$ cat config.mk
export PLATFORM = sky130hd
export DESIGN_NAME = mem_access_stage
export DESIGN_NICKNAME = d
export VERILOG_FILES = /design/src/rtl/mem_stage_pkg.sv /design/src/rtl/mem_wb_reg.sv /design/src/rtl/mem_access_stage.sv
export SDC_FILE = /design/constraint.sdc
export NUM_CORES = 1
export LEC_CHECK = 0
export BUFFER_PORTS_ARGS = -buffer_cell sky130_fd_sc_hd__buf_4
export CAP_MARGIN = 20
export CORE_ASPECT_RATIO = 1.25
export CORE_MARGIN = 2
export CORE_UTILIZATION = 42
export CTS_BUF_LIST = sky130_fd_sc_hd__clkbuf_8
export CTS_CLUSTER_SIZE = 10
export DETAILED_ROUTE_END_ITERATION = 12
export GPL_TIMING_DRIVEN = 0
export PLACE_DENSITY = 0.66
export SLEW_MARGIN = 20
export SYNTH_ARGS = -nofsm -noshare
export SYNTH_HDL_FRONTEND = slang
export SYNTH_SLANG_ARGS = --single-unit
$ cat constraint.sdc
create_clock -name reloj -period 6.1 [get_ports reloj]
set_input_delay 1.83 -clock reloj [delete_from_list [all_inputs] [get_ports reloj]]
set_output_delay 1.83 -clock reloj [all_outputs]
set_load 0.1 [all_outputs]
$ cat src/rtl/mem_stage_pkg.sv
// Shared types for the memory-access stage: FSM encoding, field widths and
// the MEM/WB pipeline record layout.
package mem_stage_pkg;

  localparam int unsigned DATA_W = 32;
  localparam int unsigned REG_W  = 5;

  typedef enum logic [1:0] {
    StIdle   = 2'd0,
    StAccess = 2'd1,
    StDone   = 2'd2
  } state_e;

  // {ALU[31:0], MEM[31:0], rd[4:0], reg_write, mem_to_reg}, 71 bits
  typedef struct packed {
    logic [DATA_W-1:0] alu;
    logic [DATA_W-1:0] mem;
    logic [REG_W-1:0]  rd;
    logic              reg_write;
    logic              mem_to_reg;
  } mem_wb_t;

endpackage

$ cat src/rtl/mem_wb_reg.sv
// MEM/WB pipeline register with bubble insertion and the write-back data mux.
module mem_wb_reg
  import mem_stage_pkg::*;
(
  input  logic              clk,
  input  logic              rst,
  input  logic              load,
  input  logic              bubble,
  input  mem_wb_t           d,
  output logic [DATA_W-1:0] dato_wb,
  output logic [REG_W-1:0]  rd_wb,
  output logic              reg_write_wb
);

  mem_wb_t q;

  always_ff @(posedge clk) begin
    if (rst) begin
      q <= '0;
    end else if (load) begin
      q <= bubble ? '0 : d;
    end
  end

  assign dato_wb      = q.mem_to_reg ? q.mem : q.alu;
  assign rd_wb        = q.rd;
  assign reg_write_wb = q.reg_write;

endmodule

$ cat src/rtl/mem_access_stage.sv
// Memory-access pipeline stage: issues req/ack data-memory transactions,
// stalls upstream while waiting, and feeds the MEM/WB register.
module mem_access_stage
  import mem_stage_pkg::*;
#(
  parameter int unsigned MAX_WAIT = 16,
  parameter int unsigned CNT_W    = 5
) (
  input  logic              reloj,
  input  logic              resetMEM,
  input  logic              enableMEM,
  input  logic [DATA_W-1:0] DIR_MEM,
  input  logic [DATA_W-1:0] DI_MEM,
  input  logic [REG_W-1:0]  rd_rt,
  input  logic              mem_read,
  input  logic              mem_write,
  input  logic              reg_write,
  input  logic              mem_to_reg,
  output logic              dm_req,
  output logic              dm_we,
  output logic [DATA_W-1:0] dm_addr,
  output logic [DATA_W-1:0] dm_wdata,
  input  logic [DATA_W-1:0] dm_rdata,
  input  logic              dm_ack,
  output logic              stall,
  output logic [DATA_W-1:0] DATO_WB,
  output logic [REG_W-1:0]  rd_wb,
  output logic              reg_write_wb,
  output logic              align_err,
  output logic              bus_err
);

  state_e            state_q, state_d;
  logic [CNT_W-1:0]  cnt_q, cnt_d;
  logic              req_q, req_d;
  logic              we_q, we_d;
  logic [DATA_W-1:0] addr_q, addr_d;
  logic [DATA_W-1:0] wdata_q, wdata_d;
  logic [DATA_W-1:0] lat_alu_q, lat_alu_d;
  logic [REG_W-1:0]  lat_rd_q, lat_rd_d;
  logic              lat_rw_q, lat_rw_d;
  logic              lat_m2r_q, lat_m2r_d;
  logic [DATA_W-1:0] rdata_q, rdata_d;
  logic              bus_err_q, bus_err_d;
  logic              align_err_q, align_err_d;

  logic    is_mem, aligned, timeout;
  logic    wb_load, wb_bubble;
  mem_wb_t wb_d;

  assign is_mem  = mem_read | mem_write;
  assign aligned = (DIR_MEM[1:0] == 2'b00);
  assign timeout = (cnt_q == CNT_W'(MAX_WAIT - 1));

  always_comb begin
    state_d     = state_q;
    cnt_d       = cnt_q;
    req_d       = req_q;
    we_d        = we_q;
    addr_d      = addr_q;
    wdata_d     = wdata_q;
    lat_alu_d   = lat_alu_q;
    lat_rd_d    = lat_rd_q;
    lat_rw_d    = lat_rw_q;
    lat_m2r_d   = lat_m2r_q;
    rdata_d     = rdata_q;
    bus_err_d   = bus_err_q;
    align_err_d = 1'b0;
    stall       = 1'b0;
    wb_load     = 1'b0;
    wb_bubble   = 1'b0;
    wb_d        = '0;

    unique case (state_q)
      StIdle: begin
        if (is_mem && aligned) begin
          stall     = 1'b1;
          req_d     = 1'b1;
          we_d      = mem_write;
          addr_d    = {DIR_MEM[DATA_W-1:2], 2'b00};
          wdata_d   = DI_MEM;
          lat_alu_d = DIR_MEM;
          lat_rd_d  = rd_rt;
          lat_rw_d  = reg_write;
          lat_m2r_d = mem_to_reg;
          cnt_d     = '0;
          wb_load   = enableMEM;
          wb_bubble = 1'b1;
          state_d   = StAccess;
        end else if (is_mem) begin
          // Misaligned access is dropped, never reaches the bus.
          align_err_d = 1'b1;
          wb_load     = enableMEM;
          wb_bubble   = 1'b1;
        end else begin
          wb_load         = enableMEM;
          wb_d.alu        = DIR_MEM;
          wb_d.rd         = rd_rt;
          wb_d.reg_write  = reg_write;
          wb_d.mem_to_reg = mem_to_reg;
        end
      end

      StAccess: begin
        cnt_d = cnt_q + CNT_W'(1);
        if (dm_ack) begin
          req_d   = 1'b0;
          we_d    = 1'b0;
          rdata_d = dm_rdata;
          if (enableMEM) begin
            wb_load         = 1'b1;
            wb_d.alu        = lat_alu_q;
            wb_d.mem        = dm_rdata;
            wb_d.rd         = lat_rd_q;
            wb_d.reg_write  = lat_rw_q;
            wb_d.mem_to_reg = lat_m2r_q;
            state_d         = StIdle;
          end else begin
            state_d = StDone;
          end
        end else if (timeout) begin
          // Abort: instruction is dropped, upstream released this cycle.
          req_d     = 1'b0;
          we_d      = 1'b0;
          bus_err_d = 1'b1;
          wb_load   = enableMEM;
          wb_bubble = 1'b1;
          state_d   = StIdle;
        end else begin
          stall     = 1'b1;
          wb_load   = enableMEM;
          wb_bubble = 1'b1;
        end
      end

      StDone: begin
        if (enableMEM) begin
          wb_load         = 1'b1;
          wb_d.alu        = lat_alu_q;
          wb_d.mem        = rdata_q;
          wb_d.rd         = lat_rd_q;
          wb_d.reg_write  = lat_rw_q;
          wb_d.mem_to_reg = lat_m2r_q;
          state_d         = StIdle;
        end
      end

      default: state_d = StIdle;
    endcase
  end

  always_ff @(posedge reloj) begin
    if (resetMEM) begin
      state_q     <= StIdle;
      cnt_q       <= '0;
      req_q       <= 1'b0;
      we_q        <= 1'b0;
      addr_q      <= '0;
      wdata_q     <= '0;
      lat_alu_q   <= '0;
      lat_rd_q    <= '0;
      lat_rw_q    <= 1'b0;
      lat_m2r_q   <= 1'b0;
      rdata_q     <= '0;
      bus_err_q   <= 1'b0;
      align_err_q <= 1'b0;
    end else begin
      state_q     <= state_d;
      cnt_q       <= cnt_d;
      req_q       <= req_d;
      we_q        <= we_d;
      addr_q      <= addr_d;
      wdata_q     <= wdata_d;
      lat_alu_q   <= lat_alu_d;
      lat_rd_q    <= lat_rd_d;
      lat_rw_q    <= lat_rw_d;
      lat_m2r_q   <= lat_m2r_d;
      rdata_q     <= rdata_d;
      bus_err_q   <= bus_err_d;
      align_err_q <= align_err_d;
    end
  end

  assign dm_req    = req_q;
  assign dm_we     = we_q;
  assign dm_addr   = addr_q;
  assign dm_wdata  = wdata_q;
  assign bus_err   = bus_err_q;
  assign align_err = align_err_q;

  mem_wb_reg u_mem_wb_reg (
    .clk          (reloj),
    .rst          (resetMEM),
    .load         (wb_load),
    .bubble       (wb_bubble),
    .d            (wb_d),
    .dato_wb      (DATO_WB),
    .rd_wb        (rd_wb),
    .reg_write_wb (reg_write_wb)
  );

endmodule

==> results of run 1 <==
-- worst paths after layout --
check	to	slack (ps)	cells after the start
hold / removal	dm_wdata[15]	460	2
hold reg to reg	dm_wdata[15]	460	2
setup reg to reg	lat_alu_q[30]	3880	7
setup / recovery	stall	1310	5
-- layer usage --
metal / vias up / global-route usage [%]
li1: 3605 / -
met2: 206 / 38.8
met5: - / 0
met3: 28 / 6.62
met4: 0 / 7.14
met1: 3301 / 27.1
-- sequential cells by signal, indices dropped and copies added, names as in the netlist --
name,count
u_mem_wb_reg.q,65
dm_wdata,32
rdata_q,32
lat_alu_q,31
cnt_q,5
lat_rd_q,5
u_mem_wb_reg.rd_wb,5
state_q,2
align_err,1
bus_err,1
dm_addr,1
dm_req,1
dm_we,1
lat_m2r_q,1
lat_rw_q,1
u_mem_wb_reg.reg_write_wb,1
-- cells in the mapped netlist (2+ instances only) --
cell type | n | share of area [%]
dfxtp_1 | 185 | 48
nand3_1 | 2 | 0.13
mux2i_1 | 2 | 0.26
nor2_1 | 7 | 0.34
nand3b_1 | 35 | 3.4
o21ai_0 | 42 | 2.7
nor3b_1 | 3 | 0.29
a21oi_1 | 107 | 6.9
o22ai_1 | 2 | 0.16
a32oi_1 | 3 | 0.34
ha_1 | 6 | 0.97
nor3_1 | 4 | 0.26
and2_1 | 2 | 0.16
nor2b_1 | 3 | 0.24
clkbuf_1 | 50 | 2.4
buf_1 | 5 | 0.24
inv_1 | 4 | 0.19
buf_4 | 38 | 3.7
buf_2 | 19 | 1.2
mux2_2 | 32 | 4.6
nand2b_1 | 2 | 0.16
o21a_1 | 2 | 0.19
nand2_1 | 249 | 12
a22oi_1 | 71 | 6.9
o31ai_1 | 32 | 3.1
-- area by class of cell --
type                            instances  area, um2
Timing Repair Buffer                  212       1590
Sequential cell                       185       3700
Buffer                                113        592
Clock buffer                           17        234
Clock inverter                         15        171
Multi-Input combinational cell        620       3470
Fill cell                            1765       8040
Inverter                                4       15.0
Tap cell                              228        285
-- cells by family after synthesis --
kind of cell             after synthesis  synth area share (%)
AND/OR/NAND/NOR                      314                  17.8
AO/OA/AOI/OAI                        264                  20.9
flip-flops                           185                  47.6
buffers and inverters                117                  7.80
multiplexers                          34                  4.89
adder cells (fa/ha/maj)                6                 0.966
other                                  1                0.0482
-- cells in the final DEF, fill, tap and decap left out, types with 3 or more instances in the layout --
cell | Yosys | final
buf_4 | 38 | 250
nand2_1 | 249 | 249
dfxtp_1 | 185 | 185
a21oi_1 | 107 | 107
a22oi_1 | 71 | 71
clkbuf_1 | 50 | 50
o21ai_0 | 42 | 42
nand3b_1 | 35 | 35
mux2_2 | 32 | 32
o31ai_1 | 32 | 32
buf_2 | 19 | 19
clkbuf_8 | 0 | 17
nor2_1 | 7 | 7
ha_1 | 6 | 6
inv_1 | 4 | 5
buf_1 | 5 | 5
clkinvlp_4 | 0 | 5
nor3_1 | 4 | 4
nor3b_1 | 3 | 3
nor2b_1 | 3 | 3
a32oi_1 | 3 | 3
-- stage by stage --
stage          hold slack [ps]  std cells  setup WS [ps]  instance area, um2
5_1_grt                    475       1394           1230               10100
3_5_place_dp               440       1362           1330                9660
3_3_place_gp               431       1362           1320                9660
6_report                   458       1394           1310               10100
4_1_cts                    459       1394           1320               10100
2_1_floorplan              421        922           1610                7780
-- report_power, final --
group	switching, W	internal, W	leakage [nW]	total (W)
clock network	0.000468	0.000373	0.193	0.000841
logic	0.000499	0.000187	2.26	0.000686
registers	0.0000285	0.00126	1.50	0.00128
-- worst min-delay path: stages, from the launching register on --
cell and delay [ps]:
dfxtp_1 320, nand2_1 50, a21oi_1 50
==> impl_metrics.tcl, run 1 <==
set metrics [dict create \
    skew_ps 11.4 \
    place_hpwl_mm 16.9 \
    path_buf_inv 2 \
    first_global_vias 6918 \
    worst_slew_pin_slew_ps 640 \
    cts_buffer_depth 2 \
    drc 0 \
    die-width_um 126 \
    ys_types 39 \
    start_kind "input port" \
    antenna_found_initial 0 \
    end_kind "primary output" \
    path_cells "buf_4 > o21ai_1 > nor3_4 > or2_2 > buf_4" \
    grt_pass1_wl_mm 35.6 \
    reg2reg_from "state_q[0]" \
    synth_ff_type "dfxtp_1" \
    crit_top_cell "buf_4" \
    syn_avg_cell_area_um2 8.44 \
    clkTransAtPathRegs_ps 90 \
    slowest_stage "nor3_4" \
    postSynth.asyncResetShare_pct 0 \
    pin_count 216 \
    syn_to_final_growth_pct 29.4 \
    dr.pass1.iters 6 \
    cpPeakStageDelay_ps 410 \
    hold_class "reg2reg" \
    hold_viol 0 \
    rsz0062_at_grt "false" \
    critPathMaxFanout 9 \
    drt_iter0_drc 359 \
    vias 7140 \
    cts_sinks 185 \
    grt_overflow 0 \
    finalSetupViolCount 0 \
    syn-cell-area_um2 7770 \
    vias_per_cell 5.12 \
    start_util_pct 43.0 \
    cts_resized 0 \
    diodes 0 \
    clockRootBuffer "clkbuf_8" \
    io_buffer_count 212 \
    leakagePower_nw 3.95 \
    crit_arrival_ps 2960 \
    timing.setup.tns_ps 0 \
    hold_start "dm_wdata[15]" \
    maxCapViolCount 0 \
    wl_met1_mm 9.16 \
    htreeDepth 4 \
    dieArea_um2 19600 \
    p_per_area_nw_per_um2 279 \
    drv_slew 0 \
    cp.required_ps 4270 \
    post_cts_buffers 0 \
    core_um2 18100 \
    layout-drive-gt1-share_pct 29.0 \
    crit_family "simple AND/OR/NAND/NOR gates" \
    ys_seq_elements 185 \
    routedWlPerCell_um 15.9 \
    cts_hold_buf 0 \
    wirelength_mm 22.2 \
    wl_met2_mm 11.0 \
    maxUsedRoutingLayer "met4" \
    status "completed" \
    max_freq_ghz 0.209 \
    synthCells 921 \
    clkLatencyLatePin_ps 470 \
    num_rows 55 \
    grt_max_degree 18 \
    finalCritPeriodShare_pct 78.5 \
    critPathKind "in2out" \
    routabilityCongestion 0.836 \
    track_usage_pct 22.6 \
    antenna_left 0 \
    period_minus_slack_ps 4790 \
    final_util_pct 55.6 \
    vdd_drop_max_v 0.000166 \
    slew_headroom_pct 57.3 \
    met3_length_mm 1.67 \
    synth_edf_count 0 \
    yosysWarnings 0 \
    fin_nets 1268 \
    startpoint "mem_write" \
    die-height_um 156 \
    cts_tree "yes" \
    synth_seq_area_share_pct 47.6 \
    p_total_w 0.00281 \
    cts_buffers 17 \
]
No activity file was read; power rests on OpenSTA's default activity.
==> run 2, diff against run 1 <==
--- a/config.mk
+++ b/config.mk
@@ -14,7 +14,7 @@
 export CTS_CLUSTER_SIZE = 10
 export DETAILED_ROUTE_END_ITERATION = 12
 export GPL_TIMING_DRIVEN = 0
-export PLACE_DENSITY = 0.66
+export PLACE_DENSITY = 0.69
 export SLEW_MARGIN = 20
 export SYNTH_ARGS = -nofsm -noshare
 export SYNTH_HDL_FRONTEND = slang
==> constraint.sdc (replaced) <==
create_clock -name reloj -period 4.3 [get_ports reloj]
set_input_delay 1.29 -clock reloj [delete_from_list [all_inputs] [get_ports reloj]]
set_output_delay 1.29 -clock reloj [all_outputs]
set_load 0.1 [all_outputs]
==> run 2 against run 1 <==
Non-clock buffer count unchanged. Sequential share of layout area up 0.16 points. Critical path depth rose by 1. Largest cell class unchanged. Final cell count barely moved. Sequential power is 42% higher. Critical path type is now reg2out. Register-to-register slack got worse by 1800 ps. Largest power group unchanged.
==> impl_metrics.tcl, run 2 (synthesis results as in run 1) <==
set metrics [dict create \
    hold_viol 0 \
    use_met1_pct 27.3 \
    core_um2 18100 \
    finalCritPeriodShare_pct 87.4 \
    fin_nets 1268 \
    die-height_um 156 \
    critPathMaxFanout 5 \
    slowest_stage "nor3b_1" \
    worst_slack_ps 544 \
    start_kind "flip-flop" \
    vdd_drop_max_v 0.000233 \
    max_freq_ghz 0.266 \
    worst_slew_pin_slew_ps 626 \
    finalSetupViolCount 0 \
    hold_class "reg2reg" \
    dr.pass1.iters 5 \
    drv_slew 0 \
    slew_headroom_pct 58.3 \
    skew_ps 15.9 \
    clkLatencyLatePin_ps 470 \
    rsz0062_at_grt "false" \
    cts_resized 0 \
    clkTransAtPathRegs_ps 90 \
    largest_register_ffs 65 \
    num_rows 55 \
    post_cts_buffers 0 \
    path_buf_inv 1 \
    clockRootBuffer "clkbuf_8" \
    path_cells "ha_1 > and3_1 > ha_1 > nor3b_1 > or2_2 > buf_4" \
    maxCapViolCount 0 \
    antenna_left 0 \
    timing.setup.tns_ps 0 \
    critPathKind "reg2out" \
    diodes 0 \
    final_util_pct 55.4 \
    leakagePower_nw 3.95 \
    final_common_cell "buf_4" \
    final_cell_mix "buf_4, nand2_1, dfxtp_1" \
    cts_buffers 17 \
    crit_arrival_ps 2470 \
    drc 0 \
    regMostFlops "u_mem_wb_reg.q" \
    p_per_area_nw_per_um2 389 \
    dieArea_um2 19600 \
    io_buffer_count 212 \
    htreeDepth 4 \
    grtUsageMet3_pct 5.97 \
    vias_per_cell 5.13 \
    layout-drive-gt1-share_pct 28.8 \
    crit_top_cell "ha_1" \
    wirelength_mm 22.4 \
    period_minus_slack_ps 3760 \
    syn_to_final_growth_pct 28.9 \
    start_util_pct 43.0 \
    grt_most_used_layer "met2" \
    pin_count 216 \
    cts_tree "yes" \
    vias 7151 \
    end_kind "primary output" \
    antenna_found_initial 0 \
    track_usage_pct 22.8 \
    drt_iter0_drc 403 \
    use_met2_pct 40.4 \
    cts_sinks 185 \
    routedWlPerCell_um 16.1 \
    die-width_um 126 \
    first_global_vias 6959 \
    dp_slack_ps 548 \
    cts_hold_buf 0 \
    grt_max_degree 17 \
    grt_overflow 0 \
    grt_pass1_wl_mm 35.8 \
    cpPeakStageDelay_ps 530 \
    cts_buffer_depth 2 \
    routabilityCongestion 0.818 \
    status "completed" \
    crit_family "simple AND/OR/NAND/NOR gates" \
    place_hpwl_mm 16.9 \
    fillers 1757 \
    cp.required_ps 3010 \
]
[run 2: changes by cell type in the layout (fill, tap and decap cells not counted), sizes merged]
cell	change
bufinv	-1
inv	-1
clkinv	+2
clkbuf	+2
clkinvlp	-3
[run 2: layout make-up]
class	count	area (um2)	share of cell area (%)
Sequential cell	185	3700	37.0
Multi-Input combinational cell	620	3470	34.6
Timing Repair Buffer	212	1590	15.9
Clock buffer	19	262	2.61
Clock inverter	12	101	1.01
Buffer	113	592	5.91
Inverter	4	15.0	0.150
Tap cell	228	285	2.85
[run 2: worst paths after layout]
check,start,to,slack [ps],depth (start not counted)
max reg2reg,state_q[0],lat_alu_q[26],2100,7
min reg2reg,u_mem_wb_reg.q[70],u_mem_wb_reg.q[70],460,2
min,u_mem_wb_reg.q[70],u_mem_wb_reg.q[70],460,2
max,cnt_q[0],stall,540,6
[run 2: per-stage QoR]
step	instances	hold WS (ps)	power, W	cell area [um2]
after floorplan	922	421	0.00254	7780
after global placement	1362	430	0.00283	9660
after detailed placement	1362	441	0.00283	9660
after CTS	1393	460	0.00392	10000
after global routing	1393	473	0.00407	10000
final	1393	458	0.00390	10000
[run 2: worst min-delay path: stages (launching register included)]
cell and delay (ps):
dfxtp_1 330, nand2_1 40, o21ai_0 50
[run 2: routing by layer]
layer / part of all wire [%] / up-vias
met1: 41 / 3302
li1: - / 3606
met3: 7.2 / 17
met4: 1.2 / 0
met2: 50 / 226
met5: 0 / -
[run 2: report_power, final]
part / switching, W / total [W] / leakage [nW] / internal, W
clock network: 0.000622 / 0.00111 / 0.192 / 0.000484
logic: 0.000706 / 0.000971 / 2.26 / 0.000265
registers: 0.0000407 / 0.00182 / 1.50 / 0.00178
